`src/rtl/sand_pkg.sv`:
```
// Shared constants for the sand command queue: register map and STATUS layout.
package sand_pkg;

    localparam logic [2:0] ADDR_X      = 3'd0;
    localparam logic [2:0] ADDR_Y      = 3'd1;
    localparam logic [2:0] ADDR_RADIUS = 3'd2;
    localparam logic [2:0] ADDR_TYPE   = 3'd3;
    localparam logic [2:0] ADDR_COMMIT = 3'd4;
    localparam logic [2:0] ADDR_STATUS = 3'd5;
    localparam logic [2:0] ADDR_FLUSH  = 3'd6;

    localparam int unsigned STAT_EMPTY   = 0;
    localparam int unsigned STAT_FULL    = 1;
    localparam int unsigned STAT_OVF     = 2;
    localparam int unsigned STAT_CNT_LSB = 8;
    localparam int unsigned STAT_CNT_W   = 8;

endpackage

```
`src/rtl/sand_cmd_fifo.sv`:
```
// Show-ahead FIFO with single-cycle flush; a push into a full FIFO is accepted
// only when a pop happens in the same cycle.
module sand_cmd_fifo #(
    parameter int unsigned WIDTH = 26,
    parameter int unsigned DEPTH = 8
) (
    input  logic                         i_clk,
    input  logic                         i_rst,
    input  logic                         i_push,
    input  logic                         i_pop,
    input  logic                         i_flush,
    input  logic [WIDTH-1:0]             i_wr_data,
    output logic [WIDTH-1:0]             o_rd_data_c,
    output logic                         o_full_c,
    output logic                         o_empty_c,
    output logic [$clog2(DEPTH):0]       o_count
);

    localparam int unsigned AW    = $clog2(DEPTH);
    localparam int unsigned CNT_W = AW + 1;

    logic [WIDTH-1:0] r_mem [DEPTH];
    logic [AW-1:0]    r_wr_ptr;
    logic [AW-1:0]    r_rd_ptr;
    logic [CNT_W-1:0] r_count;
    logic             w_do_pop;
    logic             w_do_push;

    assign o_full_c    = (r_count == CNT_W'(DEPTH));
    assign o_empty_c   = (r_count == '0);
    assign o_rd_data_c = r_mem[r_rd_ptr];
    assign o_count     = r_count;

    assign w_do_pop  = i_pop && !o_empty_c;
    assign w_do_push = i_push && (!o_full_c || w_do_pop);

    // Storage needs no reset: head contents are ignored while empty.
    always_ff @(posedge i_clk) begin
        if (w_do_push && !i_flush) begin
            r_mem[r_wr_ptr] <= i_wr_data;
        end
    end

    // Flush takes priority over any same-cycle push or pop.
    always_ff @(posedge i_clk or posedge i_rst) begin
        if (i_rst) begin
            r_wr_ptr <= '0;
            r_rd_ptr <= '0;
            r_count  <= '0;
        end else if (i_flush) begin
            r_wr_ptr <= '0;
            r_rd_ptr <= '0;
            r_count  <= '0;
        end else begin
            if (w_do_push) begin
                r_wr_ptr <= r_wr_ptr + AW'(1);
            end
            if (w_do_pop) begin
                r_rd_ptr <= r_rd_ptr + AW'(1);
            end
            case ({w_do_push, w_do_pop})
                2'b10:   r_count <= r_count + CNT_W'(1);
                2'b01:   r_count <= r_count - CNT_W'(1);
                default: r_count <= r_count;
            endcase
        end
    end

endmodule

```
`src/rtl/sand_cmd_queue.sv`:
```
// HPS-facing brush command register block feeding a show-ahead command FIFO.
// Shadow registers are snapshotted into the FIFO on a COMMIT write.
module sand_cmd_queue
    import sand_pkg::*;
#(
    parameter int unsigned DATA_W   = 16,
    parameter int unsigned COORD_W  = 8,
    parameter int unsigned RADIUS_W = 8,
    parameter int unsigned TYPE_W   = 2,
    parameter int unsigned DEPTH    = 8
) (
    input  logic                clock,
    input  logic                reset,
    input  logic                kernel_chipselect,
    input  logic                kernel_write,
    input  logic                kernel_read,
    input  logic [2:0]          kernel_address,
    input  logic [DATA_W-1:0]   kernel_writedata,
    output logic [DATA_W-1:0]   kernel_readdata,
    output logic                cmd_valid,
    input  logic                cmd_ready,
    output logic [COORD_W-1:0]  cmd_x,
    output logic [COORD_W-1:0]  cmd_y,
    output logic [RADIUS_W-1:0] cmd_radius,
    output logic [TYPE_W-1:0]   cmd_type
);

    localparam int unsigned ENTRY_W = 2 * COORD_W + RADIUS_W + TYPE_W;
    localparam int unsigned CNT_W   = $clog2(DEPTH) + 1;

    logic [COORD_W-1:0]  r_x;
    logic [COORD_W-1:0]  r_y;
    logic [RADIUS_W-1:0] r_radius;
    logic [TYPE_W-1:0]   r_type;
    logic                r_overflow;
    logic [DATA_W-1:0]   r_readdata;

    logic                w_wr;
    logic                w_rd;
    logic                w_commit;
    logic                w_flush;
    logic                w_clr_ovf;
    logic                w_pop;
    logic                w_drop;
    logic                w_full;
    logic                w_empty;
    logic [CNT_W-1:0]    w_count;
    logic [ENTRY_W-1:0]  w_head;
    logic [DATA_W-1:0]   w_status;
    logic [DATA_W-1:0]   w_rd_mux;
    logic                w_unused_wdata;

    assign w_wr      = kernel_chipselect && kernel_write;
    assign w_rd      = kernel_chipselect && kernel_read;
    assign w_commit  = w_wr && (kernel_address == ADDR_COMMIT);
    assign w_flush   = w_wr && (kernel_address == ADDR_FLUSH);
    assign w_clr_ovf = w_wr && (kernel_address == ADDR_STATUS) && kernel_writedata[0];
    assign w_pop     = cmd_valid && cmd_ready;
    assign w_drop    = w_commit && w_full && !w_pop;

    // Only the low bits of each write are architecturally meaningful.
    assign w_unused_wdata = ^kernel_writedata;

    sand_cmd_fifo #(
        .WIDTH (ENTRY_W),
        .DEPTH (DEPTH)
    ) u_fifo (
        .i_clk       (clock),
        .i_rst       (reset),
        .i_push      (w_commit),
        .i_pop       (w_pop),
        .i_flush     (w_flush),
        .i_wr_data   ({r_x, r_y, r_radius, r_type}),
        .o_rd_data_c (w_head),
        .o_full_c    (w_full),
        .o_empty_c   (w_empty),
        .o_count     (w_count)
    );

    assign cmd_valid = !w_empty;
    assign {cmd_x, cmd_y, cmd_radius, cmd_type} = w_head;

    always_ff @(posedge clock or posedge reset) begin
        if (reset) begin
            r_x      <= '0;
            r_y      <= '0;
            r_radius <= '0;
            r_type   <= '0;
        end else if (w_wr) begin
            case (kernel_address)
                ADDR_X:      r_x      <= kernel_writedata[COORD_W-1:0];
                ADDR_Y:      r_y      <= kernel_writedata[COORD_W-1:0];
                ADDR_RADIUS: r_radius <= kernel_writedata[RADIUS_W-1:0];
                ADDR_TYPE:   r_type   <= kernel_writedata[TYPE_W-1:0];
                default:     ;
            endcase
        end
    end

    // Sticky overflow; clear and drop are mutually exclusive by address.
    always_ff @(posedge clock or posedge reset) begin
        if (reset) begin
            r_overflow <= 1'b0;
        end else if (w_clr_ovf) begin
            r_overflow <= 1'b0;
        end else if (w_drop) begin
            r_overflow <= 1'b1;
        end
    end

    always_comb begin
        w_status = '0;
        w_status[STAT_EMPTY] = w_empty;
        w_status[STAT_FULL]  = w_full;
        w_status[STAT_OVF]   = r_overflow;
        w_status[STAT_CNT_LSB +: STAT_CNT_W] = STAT_CNT_W'(w_count);
    end

    always_comb begin
        w_rd_mux = '0;
        case (kernel_address)
            ADDR_X:      w_rd_mux = DATA_W'(r_x);
            ADDR_Y:      w_rd_mux = DATA_W'(r_y);
            ADDR_RADIUS: w_rd_mux = DATA_W'(r_radius);
            ADDR_TYPE:   w_rd_mux = DATA_W'(r_type);
            ADDR_STATUS: w_rd_mux = w_status;
            default:     w_rd_mux = '0;
        endcase
    end

    always_ff @(posedge clock or posedge reset) begin
        if (reset) begin
            r_readdata <= '0;
        end else if (w_rd) begin
            r_readdata <= w_rd_mux;
        end
    end

    assign kernel_readdata = r_readdata;

endmodule

```
`config.mk`:
```
export PLATFORM = sky130hd
export DESIGN_NAME = sand_cmd_queue
export DESIGN_NICKNAME = d
export VERILOG_FILES = /design/src/rtl/sand_pkg.sv /design/src/rtl/sand_cmd_fifo.sv /design/src/rtl/sand_cmd_queue.sv
export SDC_FILE = /design/constraint.sdc
export NUM_CORES = 1
export LEC_CHECK = 0
export BUFFER_PORTS_ARGS = -buffer_cell sky130_fd_sc_hd__buf_2
export CELL_PAD_IN_SITES_DETAIL_PLACEMENT = 0
export CELL_PAD_IN_SITES_GLOBAL_PLACEMENT = 1
export CORE_UTILIZATION = 57
export CTS_CLUSTER_DIAMETER = 100
export DETAILED_ROUTE_END_ITERATION = 16
export GPL_ROUTABILITY_DRIVEN = 0
export HOLD_SLACK_MARGIN = 0.03
export PLACE_DENSITY_LB_ADDON = 0.1
export SLEW_MARGIN = 20
export SYNTH_ARGS = -nofsm -noshare
export SYNTH_HDL_FRONTEND = slang
export SYNTH_SLANG_ARGS = --single-unit
export TNS_END_PERCENT = 5
```
`constraint.sdc`:
```
create_clock -name clock -period 5.5 [get_ports clock]
set_clock_uncertainty 0.05 [all_clocks]
set_input_delay 1.65 -clock clock [delete_from_list [all_inputs] [get_ports clock]]
set_output_delay 1.65 -clock clock [all_outputs]
set_load 0.05 [all_outputs]
```
======== Word-level counts from Yosys, hierarchy flattened ========
Memories as Yosys holds them, arrays and structs flattened.
Cells that the tools add are included.
word-level totals
  flip-flop bits (word level) ............. 53
  bits in latches ......................... 0
  bits in writable memories ............... 208
  bits in read-only memories .............. 0
  input port bits ......................... 25
  output and inout bits ................... 43
  word-level logic and storage cells ...... 61
  memories ................................ 1
memory list
  name          words  bits a word  rd ports  clocked after memory_dff  write ports  RTL line             RTL
  u_fifo.r_mem  8      26           1         0                         1            sand_cmd_fifo.sv:22  logic [WIDTH-1:0] r_mem [DEPTH];
operators by class
  $add $sub $neg .......................... 4
  multipliers ............................. 0
  divide/modulo/power cells ............... 0
  order comparisons ....................... 0
  equality and inequality tests ........... 9
  shift operators ......................... 0
  mux-type cells .......................... 11
  bitwise gates (word level) .............. 0
  reductions and logical operators ........ 27
operator list
  operator                                                             number
  12-bit one-hot mux with 5 select lines                               1
  1-bit logical AND                                                    12
  3-bit 2-to-1 mux                                                     4
  3-bit == test (second input constant)                                3
  4-bit one-hot mux with 2 select lines                                1
  2-bit AND reduction                                                  4
  3-bit by 1-bit adder with 3-bit output (second input constant)       2
  3-bit by 2-bit == test with 1-bit output (second input constant)     2
  2-bit nonzero test                                                   3
  4-bit by 1-bit adder with 4-bit output (second input constant)       1
  4-bit == test (second input constant)                                1
  1-bit zero test                                                      4
  4-bit zero test                                                      1
  1-bit 2-to-1 mux                                                     4
  4-bit 2-to-1 mux                                                     1
  4-bit by 1-bit subtractor with 4-bit output (second input constant)  1
  3-bit by 1-bit == test with 1-bit output (second input constant)     1
  3-bit zero test                                                      1
  3-bit nonzero test                                                   1
  2-bit by 1-bit == test with 1-bit output (second input constant)     1
  2-bit == test (second input constant)                                1
  1-bit logical OR                                                     1

======== Longest topological paths before layout ========
  depth after elaboration ................. 9
  gate-level depth with buffers ........... 12
  gate-level depth less buffers ........... 10

======== Modules after synthesis ========
A second synthesis with hierarchy kept.
unflattened totals
  cells, all modules ...................... 518
  area total of the unflattened synthesis .. 10540.1 um2
modules (own cells, without submodules)
  module          times used  cells each  area each (um2)  sequential area each (um2)
  sand_cmd_fifo   1           379         8702.1           6496.2
  sand_cmd_queue  1           139         1838.0           975.9

======== Worst setup path before layout ========
No wires, ideal clock.
  kind .................................... input -> register
  start point ............................. in kernel_address[1]
  end point ............................... mem u_fifo.r_mem[2][0] (enable)
  library setup time ...................... 0.442 ns
  arrival ................................. 4.262 ns
  data required time ...................... 5.008 ns
  setup slack ............................. 0.747 ns
  stages on the path ...................... 5
  path buffers ............................ 1
  cell sequence ........................... buf_6 nand4b_4 a311oi_4 inv_2 nor3_1
between the ends
  cells in the longest elaborated chain, start to end .. 6
  elaborated cells between the ends (all ways) .. 9
  classes of those cells .................. 2 x eq/ne; 2 x mux; 5 x reduce/logical
RTL lines
  what                                                         RTL line                                    RTL
  start: declaration                                           sand_cmd_queue.sv:17                        input logic [2:0] kernel_address,
  3-bit == test (on tied branches)                             sand_cmd_queue.sv:55, sand_cmd_queue.sv:56
  1-bit logical AND (on tied branches)                         sand_cmd_queue.sv:55, sand_cmd_queue.sv:56
  1-bit logical AND / 1-bit zero test (equally long branches)  sand_cmd_fifo.sv:35, sand_cmd_fifo.sv:39
  1-bit logical AND (*)                                        sand_cmd_fifo.sv:39                         if (w_do_push && !i_flush) begin
  1-bit 2-to-1 mux (*)                                         sand_cmd_fifo.sv:39
  1-bit 2-to-1 mux (not written as such) (*)                   sand_cmd_fifo.sv:40                         r_mem[r_wr_ptr] <= i_wr_data;
  end: declaration                                             sand_cmd_fifo.sv:22
Every way passes the cells marked *; elsewhere a longest branch is shown, timed or not.

======== Worst setup path in the final report ========
  start point ............................. reg u_fifo.r_rd_ptr[0]
  end point ............................... out cmd_y[2]
between the ends
  cells in the longest elaborated chain, start to end .. 1
RTL lines
  what                      RTL line              RTL
  start: declaration        sand_cmd_fifo.sv:24   logic [AW-1:0] r_rd_ptr;
  start signal: assignment  sand_cmd_fifo.sv:59   r_rd_ptr <= r_rd_ptr + AW'(1);
  memory read 8 x 26 bit    --
  end: declaration          sand_cmd_queue.sv:23  output logic [COORD_W-1:0] cmd_y,
No other way between the ends.

==> run_summary.xml <==
<?xml version="1.0" encoding="UTF-8"?>
<metrics>
  <group name="routing">
    <metric name="vias_per_cell" unit="">6.11</metric>
    <metric name="detail_route.first_pass.iterations" unit="">4</metric>
    <metric name="average_routed_wire_per_standard_cell" unit="um">24.5</metric>
    <metric name="initialDrtViolationCount" unit="">355</metric>
    <metric name="met3WireLength" unit="um">913</metric>
    <metric name="final_antenna_net_count" unit="">0</metric>
    <metric name="drt_drc_violations_left" unit="">0</metric>
    <metric name="met1_wire_length" unit="um">8760</metric>
    <metric name="via_count" unit="">5103</metric>
    <metric name="wl_met2" unit="um">10300</metric>
    <metric name="top_layer" unit="">met4</metric>
    <metric name="route.final.wire_length" unit="um">20500</metric>
  </group>
  <group name="clock_network">
    <metric name="cts_resized" unit="">0</metric>
    <metric name="clock-sinks" unit="">257</metric>
    <metric name="worstSkewPairLatency" unit="ns">0.51</metric>
    <metric name="tritoncts.num_buffers" unit="">25</metric>
    <metric name="htreeDepth" unit="">1</metric>
    <metric name="cts.clk_slew.worst_paths" unit="ns">0.06</metric>
    <metric name="cts_tree" unit="">done</metric>
    <metric name="clock_path_buffers" unit="">3</metric>
    <metric name="postCtsHoldBufs" unit="">0</metric>
    <metric name="cts_setup_buffers" unit="">0</metric>
    <metric name="root_driver" unit="">sky130_fd_sc_hd__clkbuf_16</metric>
  </group>
  <group name="floorplan">
    <metric name="die_width" unit="um">137</metric>
    <metric name="placementRows" unit="">48</metric>
    <metric name="die_area" unit="mm^2">0.0188</metric>
    <metric name="core-area" unit="mm^2">0.0175</metric>
    <metric name="i_o_pin_count" unit="">68</metric>
    <metric name="start_util" unit="">0.592</metric>
    <metric name="die_h" unit="um">137</metric>
  </group>
  <group name="placed_design">
    <metric name="dpl.hpwl" unit="um">12300</metric>
    <metric name="io_buffers" unit="">55</metric>
    <metric name="place_ws" unit="ns">1.26</metric>
  </group>
  <group name="layout">
    <metric name="drive_gt1_frac" unit="">0.351</metric>
    <metric name="ant_cells" unit="">0</metric>
    <metric name="syn2layout_area_growth" unit="%">13.0</metric>
    <metric name="finish.net_count" unit="">622</metric>
  </group>
  <group name="global_routing">
    <metric name="grt_pass1_vias" unit="">5253</metric>
    <metric name="antenna_found_initial" unit="">0</metric>
    <metric name="globalRouteTotalUtil" unit="">0.231</metric>
    <metric name="wire_length_of_the_first_global_routing_pass" unit="um">31300</metric>
    <metric name="grt-ovfl-total" unit="">0</metric>
    <metric name="largest_net_degree_at_the_start_of_global_routing" unit="">55</metric>
  </group>
  <group name="setup_path">
    <metric name="critical_path.endpoint_type" unit="">output port</metric>
    <metric name="cp.arrival" unit="ns">2.69</metric>
    <metric name="kind_of_launch_point_of_the_worst_setup_path" unit="">register</metric>
    <metric name="path_max_fanout" unit="">30</metric>
    <metric name="crit_path_cell_trace" unit="">buf_16 &gt; mux4_1 &gt; mux2_2 &gt; buf_2</metric>
    <metric name="type_of_the_setup_path_with_the_least_slack" unit="">register to output port</metric>
    <metric name="cpMaxStageDelayCell" unit="">sky130_fd_sc_hd__dfrtp_4</metric>
    <metric name="cp_slowest_stage_delay" unit="ns">0.76</metric>
    <metric name="worst-endpoint-required" unit="ns">3.80</metric>
  </group>
  <group name="timing">
    <metric name="setup_ws" unit="ns">1.11</metric>
    <metric name="tightestPinTransition" unit="ns">0.874</metric>
    <metric name="fmax" unit="GHz">0.228</metric>
    <metric name="setup_viol" unit="">0</metric>
    <metric name="max-slew-margin-rel" unit="">0.416</metric>
    <metric name="final_total_negative_setup_slack" unit="ns">0</metric>
    <metric name="fin_crit" unit="ns">4.39</metric>
    <metric name="final_min_period_over_clock_period" unit="">0.798</metric>
    <metric name="slew_violations" unit="">0</metric>
    <metric name="hold_violations" unit="">0</metric>
    <metric name="rsz0062_at_grt" unit="">false</metric>
  </group>
  <group name="yosys">
    <metric name="postSynthRegisterBits" unit="">257</metric>
    <metric name="synth.yosys.seq_area_share" unit="">0.720</metric>
    <metric name="mappedNetlistArea" unit="mm^2">0.0104</metric>
    <metric name="yosys_warnings" unit="">0</metric>
    <metric name="yosysUniqueCellTypes" unit="">50</metric>
    <metric name="yosys_most_used_dff" unit="">sky130_fd_sc_hd__edfxtp_1</metric>
    <metric name="post_synth_inst_count" unit="">519</metric>
    <metric name="ys_async_sr_fraction" unit="">0.191</metric>
    <metric name="synthesis.area_per_instance" unit="um^2">20.0</metric>
    <metric name="synth_edf_count" unit="">208</metric>
  </group>
  <group name="power">
    <metric name="power.leakage" unit="uW">0.00420</metric>
    <metric name="worst_ir_drop_vdd" unit="mV">0.411</metric>
    <metric name="cellPowerDensity" unit="mW/mm^2">500</metric>
  </group>
  <group name="outcome">
    <metric name="run_status" unit="">completed</metric>
  </group>
  <group name="hold_path">
    <metric name="min_path_type" unit="">register to register</metric>
  </group>
  <group name="job">
    <metric name="drv.max_cap_violation_count" unit="">0</metric>
  </group>
</metrics>
final cells by class:
cell class | count | area, um^2
clock buffers | 37 | 711
flip-flops and latches | 257 | 7480
well taps | 225 | 282
fillers | 1160 | 5800
repair buffers | 72 | 435
multi-input cells | 231 | 2740
inverters | 5 | 20.0
clock inverters | 8 | 66.3
state kept, by name, summed over array words and instances, names as in the netlist:
name,flops
r_y,8
u_fifo.r_rd_ptr,3
r_type,2
u_fifo.r_wr_ptr,3
u_fifo.r_mem,208
u_fifo.o_count,4
r_radius,8
r_overflow,1
r_x,8
kernel_readdata,12
cell usage in the layout, fill, tap and decap left out, types with 5 or more instances in the layout:
cell,n
sky130_fd_sc_hd__nand2_1,26
sky130_fd_sc_hd__dfrtp_1,47
sky130_fd_sc_hd__buf_4,15
sky130_fd_sc_hd__ha_1,5
sky130_fd_sc_hd__mux4_1,18
sky130_fd_sc_hd__clkbuf_1,8
sky130_fd_sc_hd__buf_2,55
sky130_fd_sc_hd__a22o_1,5
sky130_fd_sc_hd__nand3_1,6
sky130_fd_sc_hd__o21ai_0,15
sky130_fd_sc_hd__nor2_1,8
sky130_fd_sc_hd__mux2_4,8
sky130_fd_sc_hd__edfxtp_1,208
sky130_fd_sc_hd__xor2_1,6
sky130_fd_sc_hd__mux2_2,44
sky130_fd_sc_hd__mux4_2,36
sky130_fd_sc_hd__nor3_2,5
sky130_fd_sc_hd__clkbuf_16,25
sky130_fd_sc_hd__clkinv_2,6
sky130_fd_sc_hd__mux2i_1,7
path summary, 6_finish.rpt:
kind	startpoint	end	depth (start not counted)	slack [ns]
max in group asynchronous	reset	u_fifo.r_rd_ptr[0]$_DFFE_PP0P_	2	3.57
min in group asynchronous	reset	r_radius[0]$_DFFE_PP0P_	2	1.24
hold / removal	kernel_readdata[11]$_DFFE_PP0P_	kernel_readdata[11]$_DFFE_PP0P_	2	0.44
hold reg to reg	kernel_readdata[11]$_DFFE_PP0P_	kernel_readdata[11]$_DFFE_PP0P_	2	0.44
setup / recovery	u_fifo.r_rd_ptr[0]$_DFFE_PP0P_	cmd_y[2]	4	1.11
setup reg to reg	u_fifo.o_count[1]$_DFFE_PP0P_	u_fifo.o_count[2]$_DFFE_PP0P_	10	2.62
where the power goes:
part / switching (uW) / internal, uW
registers: 265 / 2290
logic: 1020 / 691
clock network: 668 / 938
cell usage after synthesis (all sizes together) (2+ instances only):
| cell type | n | area (um^2) |
|---|---|---|
| nand2b | 4 | 25.0 |
| or3 | 2 | 12.5 |
| ha | 5 | 62.6 |
| inv | 5 | 18.8 |
| mux2i | 7 | 70.1 |
| nor2 | 12 | 47.6 |
| nand2 | 26 | 97.6 |
| nor2b | 3 | 18.8 |
| buf | 22 | 168 |
| mux2 | 52 | 616 |
| nand3 | 6 | 30.0 |
| a22o | 5 | 43.8 |
| mux4 | 54 | 1280 |
| xor2 | 6 | 52.6 |
| dfrtp | 49 | 1230 |
| a31oi | 2 | 12.5 |
| nor3 | 5 | 30.0 |
| edfxtp | 208 | 6250 |
| o21ai | 15 | 75.1 |
| clkbuf | 7 | 27.5 |
| a21oi | 4 | 20.0 |
per-layer routing:
layer	vias to the layer above	GRT usage
met5	-	0
met1	2714	0.326
met3	36	0.0344
li1	2235	-
met2	118	0.383
met4	0	0.0592
cell families (layout without fill, tap and decap cells):
kind of cell	count (synthesis)	after routing	share of synthesized area
flip-flops	257	257	0.720
other	1	4	0.000361
XOR/XNOR	6	6	0.00506
adder cells (fa/ha/maj)	5	5	0.00603
AND/OR/NAND/NOR	69	69	0.0356
buffers and inverters	34	122	0.0206
AO/OA/AOI/OAI	34	34	0.0230
multiplexers	113	113	0.190
metrics by stage:
| stage | cell area [um^2] | util | hold slack [ns] | std cells | power [uW] |
|---|---|---|---|---|---|
| 6_report | 11700 | 0.669 | 0.443 | 835 | 5870 |
| 3_5_place_dp | 10900 | 0.623 | 0.427 | 789 | 4310 |
| 4_1_cts | 11700 | 0.668 | 0.441 | 834 | 5910 |
| 3_3_place_gp | 10900 | 0.623 | 0.417 | 789 | 4270 |
| 2_1_floorplan | 10400 | - | 0.418 | 522 | 3940 |
| 5_1_grt | 11700 | 0.669 | 0.466 | 835 | 6110 |
worst max-delay path: cells and delay by family (launching register included):
| kind | cells | cell delay [ns] |
|---|---|---|
| buffers and inverters | 2 | 0.51 |
| DFF | 1 | 0.76 |
| muxes | 2 | 0.88 |
No activity file was read; power rests on OpenSTA's default activity.
